**config.mk**
```make
export PLATFORM = sky130hd
export DESIGN_NAME = console_tx_port
export DESIGN_NICKNAME = d
export VERILOG_FILES = /design/src/rtl/console_tx_port.sv
export SDC_FILE = /design/constraint.sdc
export NUM_CORES = 1
export LEC_CHECK = 0
export CAP_MARGIN = 20
export CORE_MARGIN = 2
export CORE_UTILIZATION = 41
export DETAILED_ROUTE_END_ITERATION = 7
export GPL_ROUTABILITY_DRIVEN = 0
export PLACE_DENSITY = 0.7
export SETUP_SLACK_MARGIN = 0.4
export SKIP_LAST_GASP = 1
export SLEW_MARGIN = 20
export SYNTH_ARGS = -nofsm -noshare
export SYNTH_HDL_FRONTEND = slang
export SYNTH_SLANG_ARGS = --single-unit
export TNS_END_PERCENT = 20
```
**constraint.sdc**
```tcl
create_clock -name clk -period 6.25 [get_ports clk]
set_input_delay 1.5625 -clock clk [delete_from_list [all_inputs] [get_ports clk]]
set_output_delay 1.5625 -clock clk [all_outputs]
set_load 0.01 [all_outputs]
```
**src/rtl/console_tx_port.sv**
```systemverilog
// Memory-mapped console transmitter: CPU stores queue bytes in a FIFO, emitted as one-cycle strobes.
// Optional build macro CONSOLE_TX_EOT_LOCK_EN: stop accepting/emitting after a 0x00 byte is popped.
module console_tx_port #(
  parameter int          DEPTH     = 8,
  parameter int          GAP       = 2,
  parameter logic [31:0] DATA_ADDR = 32'hFFFF_0000,
  parameter logic [31:0] STAT_ADDR = 32'hFFFF_0004
) (
  input  logic        clk,
  input  logic        reset_n,
  input  logic [31:0] addr,
  input  logic [31:0] wdata,
  input  logic        we,
  output logic [31:0] rdata,
  output logic [7:0]  value,
  output logic        interrupt
);

  localparam int AW = $clog2(DEPTH);
  localparam int CW = (GAP > 1) ? $clog2(GAP) : 1;

  typedef enum logic [1:0] {IDLE, EMIT, WAIT} state_t;

  logic [7:0]    mem [DEPTH];
  logic [AW:0]   wptr, rptr;
  logic          full, empty, busy, wr_hit;
  logic          push, pop, can_pop, ovf, ovf_set, locked;
  logic [7:0]    head;
  state_t        state, state_n;
  logic [CW-1:0] cnt, cnt_n;
  logic [7:0]    value_n;
  logic          interrupt_n;
  logic          unused_wdata;

  assign unused_wdata = ^wdata[31:8];

  assign empty  = (wptr == rptr);
  assign full   = (wptr[AW] != rptr[AW]) && (wptr[AW-1:0] == rptr[AW-1:0]);
  assign busy   = !empty || (state != IDLE);
  assign head   = mem[rptr[AW-1:0]];
  assign wr_hit = we && (addr == DATA_ADDR);

  // full is taken before any same-cycle pop, so a store into a full FIFO is dropped.
  assign push    = wr_hit && !full && !locked;
  assign ovf_set = wr_hit && full && !locked;
  assign can_pop = !empty && !locked;

`ifdef CONSOLE_TX_EOT_LOCK_EN
  logic lock;
  always_ff @(posedge clk) begin
    if (!reset_n)                  lock <= 1'b0;
    else if (pop && head == 8'h00) lock <= 1'b1;
  end
  assign locked = lock;
`else
  assign locked = 1'b0;
`endif

  always_comb begin
    // NOTE: every output of this block gets a default first so no path can infer a latch.
    state_n     = state;
    cnt_n       = cnt;
    value_n     = value;
    interrupt_n = 1'b0;
    pop         = 1'b0;
    case (state)
      IDLE: if (can_pop) begin
        pop         = 1'b1;
        value_n     = head;
        interrupt_n = 1'b1;
        state_n     = EMIT;
      end
      EMIT: begin
        if (GAP == 0) begin
          if (can_pop) begin
            pop         = 1'b1;
            value_n     = head;
            interrupt_n = 1'b1;
          end else begin
            state_n = IDLE;
          end
        end else begin
          state_n = WAIT;
          cnt_n   = CW'(GAP - 1);
        end
      end
      WAIT: begin
        if (cnt == '0) state_n = IDLE;
        else           cnt_n   = cnt - 1'b1;
      end
      default: state_n = IDLE;
    endcase
  end

  // NOTE: state registers use non-blocking assignments so every flop samples pre-edge values.
  always_ff @(posedge clk) begin
    if (!reset_n) begin
      state     <= IDLE;
      cnt       <= '0;
      value     <= 8'h00;
      interrupt <= 1'b0;
      wptr      <= '0;
      rptr      <= '0;
      ovf       <= 1'b0;
    end else begin
      state     <= state_n;
      cnt       <= cnt_n;
      value     <= value_n;
      interrupt <= interrupt_n;
      if (push)    wptr <= wptr + 1'b1;
      if (pop)     rptr <= rptr + 1'b1;
      if (ovf_set) ovf  <= 1'b1;
    end
  end

  // NOTE: the storage array has no reset; the pointers alone define which entries are valid.
  always_ff @(posedge clk) begin
    if (push) mem[wptr[AW-1:0]] <= wdata[7:0];
  end

  always_comb begin
    rdata = '0;
    if (addr == STAT_ADDR) rdata[3:0] = {locked, ovf, full, busy};
  end

endmodule

```
# After elaboration in Yosys (flattened, before gate mapping)
# Memory sizes are Yosys's and may differ from the RTL's. A register that Yosys moved wholly into a read port is not among the register bits.
# Cells that the tools add are included.
[totals] out_inout_bits=41 inputBits=67 ram_bits=64 elab_cells=43 register_bits=13 n_memories=1
[memory_table] name="mem" words=8 word_bits=8 read_ports=1 rd_clocked_by_memory_dff=1 write_ports=1 line="24" text="logic [7:0] mem [DEPTH];"
[classes] eq_ne=9 n_addsub=3 n_reduce_logical=13 bitwise=1 n_mux=10
[ops] cell="equality test 32 bit (second input constant)" count=2
[ops] cell="adder 4 x 1 -> 4 bit (second input constant)" count=2
[ops] cell="one-hot mux 2 bit (3 select lines)" count=1
[ops] cell="two-way mux 1 bit" count=5
[ops] cell="equality test 4 bit" count=1
[ops] cell="logical AND 1 bit" count=4
[ops] cell="two-way mux 2 bit" count=2
[ops] cell="!= test 2 bit (second input constant)" count=2
[ops] cell="AND reduction 2 bit" count=2
[ops] cell="nonzero test 2 bit" count=2
[ops] cell="equality test 3 bit" count=1
[ops] cell="logical NOT 1 bit" count=3
[ops] cell="two-way mux 3 bit" count=1
[ops] cell="equality test 2 x 1 -> 1 bit (second input constant)" count=1
[ops] cell="equality test 2 bit (second input constant)" count=1
[ops] cell="logical NOT 2 bit" count=1
[ops] cell="one-hot mux 1 bit (2 select lines)" count=1
[ops] cell="logical OR 1 bit" count=1
[ops] cell="!= test 1 bit" count=1
[ops] cell="NOT 1 bit" count=1
[ops] cell="subtractor 1 bit (second input constant)" count=1

# Depth between registers and ports, before layout
# Gate-level depths: netlist of run 1.
[logic_depth] depth_word=6 ltp_mapped=6 depth_no_buf=5

# Least setup slack after synthesis of run 1
# No wires, ideal clock.
[synth_timing] path_kind="in2out" startpoint="input addr[22]" endpoint="output rdata[2]" required_time_ps=4688 setup_slack_ps=2137 path_buffers=0 t_arrival_ps=2550 path_stages=4 path_cell_list="nand4_1 or4_4 nor2_1 and3_1"
[synth_via] elab_chain_len=2
[synth_rtl] item="start, declared" line="11" text="input logic [31:0] addr,"
[synth_rtl] item="equality test 32 bit" line="123" text="if (addr == STAT_ADDR) rdata[3:0] = {locked, ovf, full, busy};"
[synth_rtl] item="two-way mux 3 bit" line="123"
[synth_rtl] item="end, declared" line="14" text="output logic [31:0] rdata,"
# Every way passes these cells.

# Worst setup path after layout of run 1
[layout_timing] startpoint="input addr[8]" endpoint="output rdata[1]"
# The elaborated chain is that of the path after synthesis.

==> results of run 1 <==
-- through the flow --
| stage | instances | hold slack (ns) | worst slack [ns] | total power, W |
|---|---|---|---|---|
| final | 418 | 0.473 | 1.10 | 0.00122 |
| after global routing | 418 | 0.529 | 0.834 | 0.00127 |
| after detailed placement | 402 | 0.460 | 1.08 | 0.000808 |
| after floorplan | 280 | 0.432 | 2.14 | 0.000752 |
| after CTS | 418 | 0.481 | 1.06 | 0.00123 |
| after global placement | 402 | 0.447 | 1.13 | 0.000804 |
-- sequential cells by signal, indices dropped and copies added, names as in the netlist --
signal and cells:
cnt 1, rptr 4, wptr 4, mem 64, ovf 1, interrupt 1
value 8, state 2
-- path summary, 6_finish.rpt --
path,startpoint,endpoint,slack (ns),cells after the start
worst max register to register,rptr[1],mem[3][7],3.31,4
worst min register to register,ovf,ovf,0.47,2
worst min-delay path,ovf,ovf,0.47,2
worst max-delay path,addr[8],rdata[1],1.10,6
-- tightest hold or removal path, cell delays in order, from the launching register on --
cell and delay [ns]:
dfxtp_1 0.33, a41oi_1 0.04, nor2_1 0.07
-- cell type report --
| class | instances | area (um^2) | area share, % |
|---|---|---|---|
| multi-input cells | 151 | 1250 | 27.8 |
| clock buffers | 9 | 124 | 2.75 |
| clock inverters | 7 | 95.1 | 2.11 |
| well taps | 108 | 135 | 3.00 |
| inverters | 3 | 11.3 | 0.250 |
| flip-flops and latches | 85 | 2340 | 52.0 |
| repair buffers | 55 | 548 | 12.2 |
-- logic make-up (layout without fill, tap and decap cells) --
kind of cell / Yosys count / after routing / share of synthesized area (%)
adders and majority gates: 5 / 5 / 1.66
and+or+nand+nor: 56 / 56 / 9.92
other: 1 / 29 / 0.0994
muxes: 32 / 32 / 13.8
xor gates and xnor gates: 6 / 6 / 1.39
buffers and inverters: 44 / 74 / 7.50
AOI/OAI and AO/OA: 23 / 23 / 3.52
DFF: 85 / 85 / 62.1
-- power groups by stage --
stage | logic [W] | clock network (W) | registers (W)
after global routing | 0.000182 | 0.000461 | 0.000631
after CTS | 0.000166 | 0.000438 | 0.000629
after detailed placement | 0.000166 | 0 | 0.000642
after global placement | 0.000163 | 0 | 0.000642
after floorplan | 0.000106 | 0 | 0.000647
final | 0.000164 | 0.000430 | 0.000629
-- layer usage --
metal	vias to the layer above	track usage, %
met5	-	0
met4	0	4.43
met3	7	4.46
met2	83	22.8
met1	1030	19.1
li1	1012	-
-- cells in the mapped netlist --
library cell,instances
edfxtp_1,64
buf_4,30
dfxtp_1,21
mux2i_1,16
mux4_2,16
a21oi_1,10
nand2_1,10
o21ai_0,9
clkbuf_1,7
nor4_1,7
nand4_1,6
nor2_1,6
ha_1,5
nand2b_1,5
buf_2,4
xor2_1,4
and4b_1,3
inv_1,3
and2_1,2
and3_1,2
and4_1,2
and4bb_1,2
nand3_1,2
nor2b_1,2
xnor2_1,2
a211oi_1,1
a41oi_1,1
and3_2,1
and3b_2,1
conb_1,1
nand3b_1,1
nor4_2,1
nor4b_1,1
nor4b_4,1
o211a_1,1
o41a_1,1
or4_4,1
==> results.toml, run 1 <==
[worst_setup_path]
critical-path-max-stage-delay_ns = 0.54
critical_path_class = "in2out"
worstPathRequired_ns = 4.69
maximum_fanout_count_along_the_critical_path = 4
crit_family = "simple AND/OR/NAND/NOR gates"
critPathSlowestCell = "clkdlybuf4s50_1"
end_kind = "primary output"
worst_setup_path_start_kind = "input port"
cell_seen_most_often_among_critical_path_stages = "clkdlybuf4s50_1"
critical_path_buf_inv_count = 2
worstPathCellList = "clkdlybuf4s50_1 -> nor4b_1 -> nand4_1 -> nor2_1 -> and3_1 -> clkdlybuf4s50_1"
critical_path_arrival_ns = 3.59

[yosys]
synthDistinctLibCells = 37
synth.area.top_cells = "edfxtp_1 (51%), dfxtp_1 (11%), mux4_2 (9.6%), buf_4 (6.0%), mux2i_1 (4.2%)"
synth.cell_area_mm2 = 0.00377
synth_seq_area_share_pct = 62.1
top_area_cell_type_share_of_the_netlist_area_pct = 51.0
synth_seq_cells = 85
postSynthCellCount = 252
synth_top_cell_by_area = "edfxtp_1"
yosysWarnings = 0
postSynthAreaPerCell_um2 = 15.0

[power_and_ir_drop]
pwr-share-seq_pct = 51.4
total_leakage_power_nw = 1.54
cellPowerDensity_mw_per_mm2 = 271
share_comb_of_total_power_pct = 13.4
intPower_w = 0.000937
clkPwrFrac_pct = 35.2
power.switching_w = 0.000286
switching_share_pct = 23.4
ir_drop_mv = 0.156

[finish]
design_area_mm2 = 0.00451
layout_commonest_cell = "edfxtp_1"
layout-drive-gt1-share_pct = 11.9
mostFrequentLayoutCells = "edfxtp_1 (64), clkdlybuf4s50_1 (54), conb_1 (29)"
fill_cells = 752
antenna-diode-count = 0
number_of_nets_at_the_end_of_the_flow = 377
post-route-util_pct = 51.2
area.growth.synth_to_final_pct = 19.5

[run_status]
status = "completed"

[drt]
total_vias_in_the_final_route = 2132
wl_met3_um = 493
routed.top_layer = "met4"
post_drt_via_cell_ratio = 5.10
drt_iter0_markers = 129
wl_per_cell_um = 16.2
detail_route.first_pass.iterations = 4
met1Wirelength_um = 2900
route.met2.wl_um = 3300
detail_route.wirelength_um = 6760
detail-route-antenna-nets = 0
drcViolationCount = 0

[cts]
cts_max_level = 3
clk_latency_ns = 0.36
cts.repair.resized = 0
clkSlewWorstSetupHoldPaths_ns = 0.08
post_cts_buffers = 0
clk_root_buffer_cell = "clkbuf_8"
cts_made_buffers = 9
clock-sinks = 85
cts_tree = "done"
cts.hold.buffers_added = 0
max-clock-path-buffers = 2

[global_route]
grt_first_pass_wirelength_um = 10600
grt_remaining_overflow = 0
maximum_number_of_pins_on_one_net_before_global_route_repair = 26
grt.total_usage_pct = 14.4
antenna_found_initial = 0
grt_pass1_vias = 1980

[floorplanning]
io-pin-count = 108
floorplan.die_area_mm2 = 0.00998
placement_rows = 34
die_width_um = 99.9
fp.coreArea_mm2 = 0.00881
die_h_um = 99.9
starting_utilization_of_the_core_area_pct = 42.8

[timing]
slew_headroom_pct = 36.4
fin_crit_ns = 5.15
totalNegativeSetupSlack_ns = 0
fin_crit_sh_pct = 82.4
unrepaired_setup_endpoints_after_global_routing = "no"
final.setup_skew_ns = 0.0123
worst-slew-pin-transition_ns = 0.953
setup_viol = 0
timing.final.max_slew_violations = 0
fin_hold_viols = 0
achievable-frequency_mhz = 194

[job]
cap_violations = 0

[placement]
detailed_place_hpwl_um = 4490
place_area_mm2 = 0.00429
port-buffer-count = 54

[min_path]
hold_class = "reg2reg"
Note: power is estimated with default switching activity, not from simulation.
==> inputs of run 2 (changes only) <==
Clock period 6.25 ns to 5 ns, I/O delays scaled along.
==> run 2 against run 1 <==
Power is 18% higher; clock power is 4% higher; clock skew decreased by 0.0057 ns; cell count rose by 0.72%; flip-flop and latch count unchanged; via count up 0.89%; sequential power rose by 25%.
==> results.toml, run 2 (synthesis gave the netlist of run 1 again) <==
[worst_setup_path]
worstPathCellList = "clkdlybuf4s50_1 -> nand3_1 -> or4_4 -> nor2_1 -> and3_1 -> clkdlybuf4s50_1"
path_depth = 6
critical_r2r_launch = "rptr[0]"
critical_path_buf_inv_count = 2
worst_setup_path_start_kind = "input port"
end_kind = "primary output"
r2r_cells = 5
critical-path-max-stage-delay_ns = 0.59
critical_path_class = "in2out"
timing.critical_path.to = "rdata[2]"
r2r_end = "mem[3][7]"
reg2reg_setup_slack_ns = 2.41
startpoint_of_the_most_critical_setup_path = "addr[29]"
maximum_fanout_count_along_the_critical_path = 4
critical_path_arrival_ns = 3.22
crit_family = "simple AND/OR/NAND/NOR gates"
cell_seen_most_often_among_critical_path_stages = "clkdlybuf4s50_1"
critPathSlowestCell = "or4_4"
worstPathRequired_ns = 3.75

[drt]
wl_per_cell_um = 16.1
detail_route.first_pass.iterations = 4
detail-route-antenna-nets = 0
detail_route.wirelength_um = 6780
drcViolationCount = 0
post_drt_via_cell_ratio = 5.11
drt_iter0_markers = 152
total_vias_in_the_final_route = 2151

[finish]
area.growth.synth_to_final_pct = 19.1
layout-drive-gt1-share_pct = 13.1
number_of_nets_at_the_end_of_the_flow = 380
mostFrequentLayoutCells = "edfxtp_1 (64), clkdlybuf4s50_1 (54), conb_1 (29)"
fin_cells = 421
antenna-diode-count = 0
number_of_flip_flops_under_the_largest_register_name = 64
design_area_mm2 = 0.00449
layout_commonest_cell = "edfxtp_1"

[placement]
placed_cells_incl_taps = 404
port-buffer-count = 54
detailed_place_hpwl_um = 4500
place_area_mm2 = 0.00430

[floorplanning]
floorplan.die_area_mm2 = 0.00998
starting_utilization_of_the_core_area_pct = 42.8
die_h_um = 99.9
die_width_um = 99.9
placement_rows = 34
io-pin-count = 108
fp.coreArea_mm2 = 0.00881

[min_path]
hold_class = "reg2reg"
hold_depth = 2

[global_route]
antenna_found_initial = 0
grt_pass1_vias = 2046
maximum_number_of_pins_on_one_net_before_global_route_repair = 26
grt_first_pass_wirelength_um = 10700
grt_remaining_overflow = 0
grt.total_usage_pct = 14.3

[run_status]
status = "completed"

[timing]
timing.final.max_slew_violations = 0
slew_headroom_pct = 47.3
setup_viol = 0
fin_crit_ns = 4.47
achievable-frequency_mhz = 224
totalNegativeSetupSlack_ns = 0
fin_hold_viols = 0
final.setup_skew_ns = 0.00662
unrepaired_setup_endpoints_after_global_routing = "no"
worst-slew-pin-transition_ns = 0.790
fin_crit_sh_pct = 89.4

[cts]
cts_max_level = 3
cts_tree = "done"
clk_root_buffer_cell = "clkbuf_8"
cts_made_buffers = 9
max-clock-path-buffers = 2
clkSlewWorstSetupHoldPaths_ns = 0.09
clock-sinks = 85
clk_latency_ns = 0.35

[power_and_ir_drop]
total_leakage_power_nw = 1.53
cellPowerDensity_mw_per_mm2 = 320
ir_drop_mv = 0.191

[job]
cap_violations = 0
==> run 2: cell count changes in the layout (fill, tap and decap cells not counted) <==
cell,previous run,this run
buf_4,1,4
bufinv_16,2,0
clkinv_1,1,0
clkinv_2,1,2
clkinv_4,0,1
clkinvlp_4,0,1
inv_6,3,1
inv_8,0,2
==> run 2: layer usage <==
layer / vias to the layer above / part of all wire (%) / global-route usage (%) / routed length [um]
li1: 1018 / - / - / -
met1: 1051 / 46 / 18.5 / 3110
met2: 74 / 48 / 24.1 / 3250
met3: 8 / 5.0 / 2.72 / 338
met4: 0 / 1.2 / 5.69 / 82
met5: - / 0 / 0 / 0
==> run 2: worst min-delay path by stage <==
stage                     startpoint   to  slack [ns]
final                            ovf  ovf        0.48
after global routing             cnt  cnt        0.53
after CTS                        ovf  ovf        0.49
after detailed placement         ovf  ovf        0.46
after global placement           ovf  ovf        0.45
after floorplan                  ovf  ovf        0.43
==> run 2: report_power, final <==
part	switching [W]	internal [W]	total, W	leakage [nW]
Clock	0.000258	0.000188	0.000446	0.0934
Combinational	0.0000957	0.000111	0.000206	0.694
Sequential	0.00000928	0.000777	0.000786	0.744
Total	0.000363	0.00108	0.00144	1.53
==> run 2: worst reg2reg max path: cells and delay by family (launching register included) <==
| family | cells | cell delay [ns] |
|---|---|---|
| flops | 1 | 0.32 |
| buf+inv | 1 | 0.35 |
| simple gates | 3 | 1.26 |
| xor+xnor | 1 | 0.31 |
==> run 2: area by class of cell <==
type                       instances  area [um^2]
tap                              108          135
fill                             738         4310
timing repair buffer              58          571
inverter                           3         11.3
sequential                        85         2340
multi-input combinational        151         1250
clock buffer                       9          124
clock inverter                     7         57.6
==> run 2: through the flow <==
step / util, % / worst slack [ns] / total power, W / hold slack, ns
global route: 51.0 / 0.427 / 0.00151 / 0.533
detailed placement: 48.9 / 0.454 / 0.00101 / 0.465
CTS: 50.9 / 0.447 / 0.00145 / 0.485
finish: 51.0 / 0.529 / 0.00144 / 0.481
global placement: 48.9 / 0.509 / 0.00101 / 0.448
floorplan: - / 1.51 / 0.000941 / 0.432
==> run 2: what timing repair did <==
action | CTS | global route
setup buffers | 0 | 1
gates resized for setup | 0 | 0
hold buffers | 0 | 0
setup endpoints to repair | 0 | 2
==> inputs of run 3 (changes only) <==
Settings changed: CAP_MARGIN 20 to 30, CORE_MARGIN 2 to 3.
==> run 3 against run 2 <==
Global-route usage shrank 0.95 points; highest routed layer unchanged; critical path type unchanged; clock skew shrank 0.0024 ns; power grew 5.1%; critical path depth is the same; clock power grew 17%; final area grew 0.78%; sequential power is essentially flat.
==> results.toml, run 3 (synthesis gave the netlist of run 1 again) <==
[worst_setup_path]
worstPathRequired_ns = 3.75
cell_seen_most_often_among_critical_path_stages = "clkdlybuf4s50_1"
worst_setup_path_start_kind = "input port"
maximum_fanout_count_along_the_critical_path = 4
critical_path_class = "in2out"
critical_path_buf_inv_count = 2
worstPathCellList = "clkdlybuf4s50_1 -> nand4_1 -> or4_4 -> nor2_1 -> and3_1 -> clkdlybuf4s50_1"
critPathSlowestCell = "or4_4"
critical_path_arrival_ns = 3.23
end_kind = "primary output"
crit_family = "buffers and inverters"
critical-path-max-stage-delay_ns = 0.59

[timing]
totalNegativeSetupSlack_ns = 0
unrepaired_setup_endpoints_after_global_routing = "no"
fin_crit_ns = 4.48
final_critical_path_setup_slack_ns = 0.521
setup_viol = 0
final.setup_skew_ns = 0.00424
timing.final.max_slew_violations = 0
worst-slew-pin-transition_ns = 0.795
fin_crit_sh_pct = 89.6
achievable-frequency_mhz = 223
fin_hold_viols = 0
slew_headroom_pct = 46.8

[cts]
clk_latency_ns = 0.35
clock-sinks = 85
cts_max_level = 3
cts_tree = "done"
max-clock-path-buffers = 2
clk_root_buffer_cell = "clkbuf_8"
cts_made_buffers = 9
clkSlewWorstSetupHoldPaths_ns = 0.08
cts.hold.buffers_added = 0

[finish]
seqCellArea_mm2 = 0.00234
total_area_of_multi_input_combinational_cells_mm2 = 0.00125
layout-drive-gt1-share_pct = 12.8
antenna-diode-count = 0
mostFrequentLayoutCells = "edfxtp_1 (64), clkdlybuf4s50_1 (53), conb_1 (29)"
number_of_nets_at_the_end_of_the_flow = 380
fill_cells = 737
number_of_flip_flops_under_the_largest_register_name = 64
layout_commonest_cell = "edfxtp_1"
area.growth.synth_to_final_pct = 20.0

[floorplanning]
io-pin-count = 108
placement_rows = 34
fp.coreArea_mm2 = 0.00885
die_width_um = 102
floorplan.die_area_mm2 = 0.0104
starting_utilization_of_the_core_area_pct = 42.6
die_h_um = 102

[drt]
drt_iter0_markers = 82
detail_route.wirelength_um = 6770
total_vias_in_the_final_route = 2128
wl_per_cell_um = 16.1
drcViolationCount = 0
detail_route.first_pass.iterations = 4
detail-route-antenna-nets = 0
post_drt_via_cell_ratio = 5.05

[placement]
dp_worst_setup_slack_ns = 0.482
detailed_place_hpwl_um = 4480
port-buffer-count = 54

[global_route]
busiest_layer = "met2"
grt_first_pass_wirelength_um = 10200
maximum_number_of_pins_on_one_net_before_global_route_repair = 26
globalRouteMet2Util_pct = 21.7
grt_pass1_vias = 1937
global_route_track_usage_on_met1_pct = 17.7
antenna_found_initial = 0
grt_util_met3_pct = 3.28
grt.total_usage_pct = 13.4
grt_remaining_overflow = 0

[min_path]
hold_class = "reg2reg"

[power_and_ir_drop]
ir_drop_mv = 0.185
cellPowerDensity_mw_per_mm2 = 334
total_leakage_power_nw = 1.56

[job]
cap_violations = 0

[run_status]
status = "completed"
==> run 3: changes by cell type in the layout (fill, tap and decap cells not counted), sizes merged <==
cell	previous run	this run
bufinv	0	2
clkdlybuf4s50	54	53
clkinv	3	4
dlymetal6s2s	0	1
inv	6	3
==> run 3: per-layer routing <==
layer | vias to the layer above | wire length, um
li1 | 1019 | -
met5 | - | 0
met4 | 0 | 88
met3 | 8 | 378
met2 | 70 | 3250
met1 | 1031 | 3050
==> run 3: metrics by stage <==
stage,cell area (um^2),util (%),instances,power (W),hold slack (ns)
6_report,4530,51.2,421,0.00151,0.468
4_1_cts,4520,51.0,420,0.00152,0.477
3_3_place_gp,4300,48.6,404,0.00101,0.450
5_1_grt,4530,51.2,421,0.00157,0.510
2_1_floorplan,3880,-,280,0.000941,0.432
3_5_place_dp,4300,48.6,404,0.00101,0.458
==> run 3: timing repair <==
item,in CTS,in global routing
buffers inserted,0,1
setup endpoints to repair,0,2
gates resized for setup,0,1
==> run 3: worst register-to-register path: stages, from the launching register on <==
cell     delay, ns
dfxtp_1       0.31
buf_4         0.34
xor2_1        0.31
nor4_2        0.14
nor4b_4       0.49
and4b_1       0.61
==> run 3: worst paths after layout <==
path	slack [ns]	endpoint	startpoint	depth (start not counted)
min	0.47	ovf	ovf	2
min reg2reg	0.47	ovf	ovf	2
max	0.52	rdata[2]	addr[18]	6
max reg2reg	2.44	mem[6][7]	rptr[0]	5
==> run 3: report_power, final <==
part | internal (W) | switching (W)
sequential | 0.000777 | 0.00000890
combinational | 0.000110 | 0.0000953
clock | 0.000279 | 0.000241
total | 0.00117 | 0.000345
==> run 3: area by class of cell <==
class / count / share of cell area [%]
sequential: 85 / 51.7
multi-input combinational: 151 / 27.6
timing repair buffer: 58 / 12.7
tap: 108 / 2.99
clock buffer: 9 / 2.74
clock inverter: 7 / 1.99
inverter: 3 / 0.249
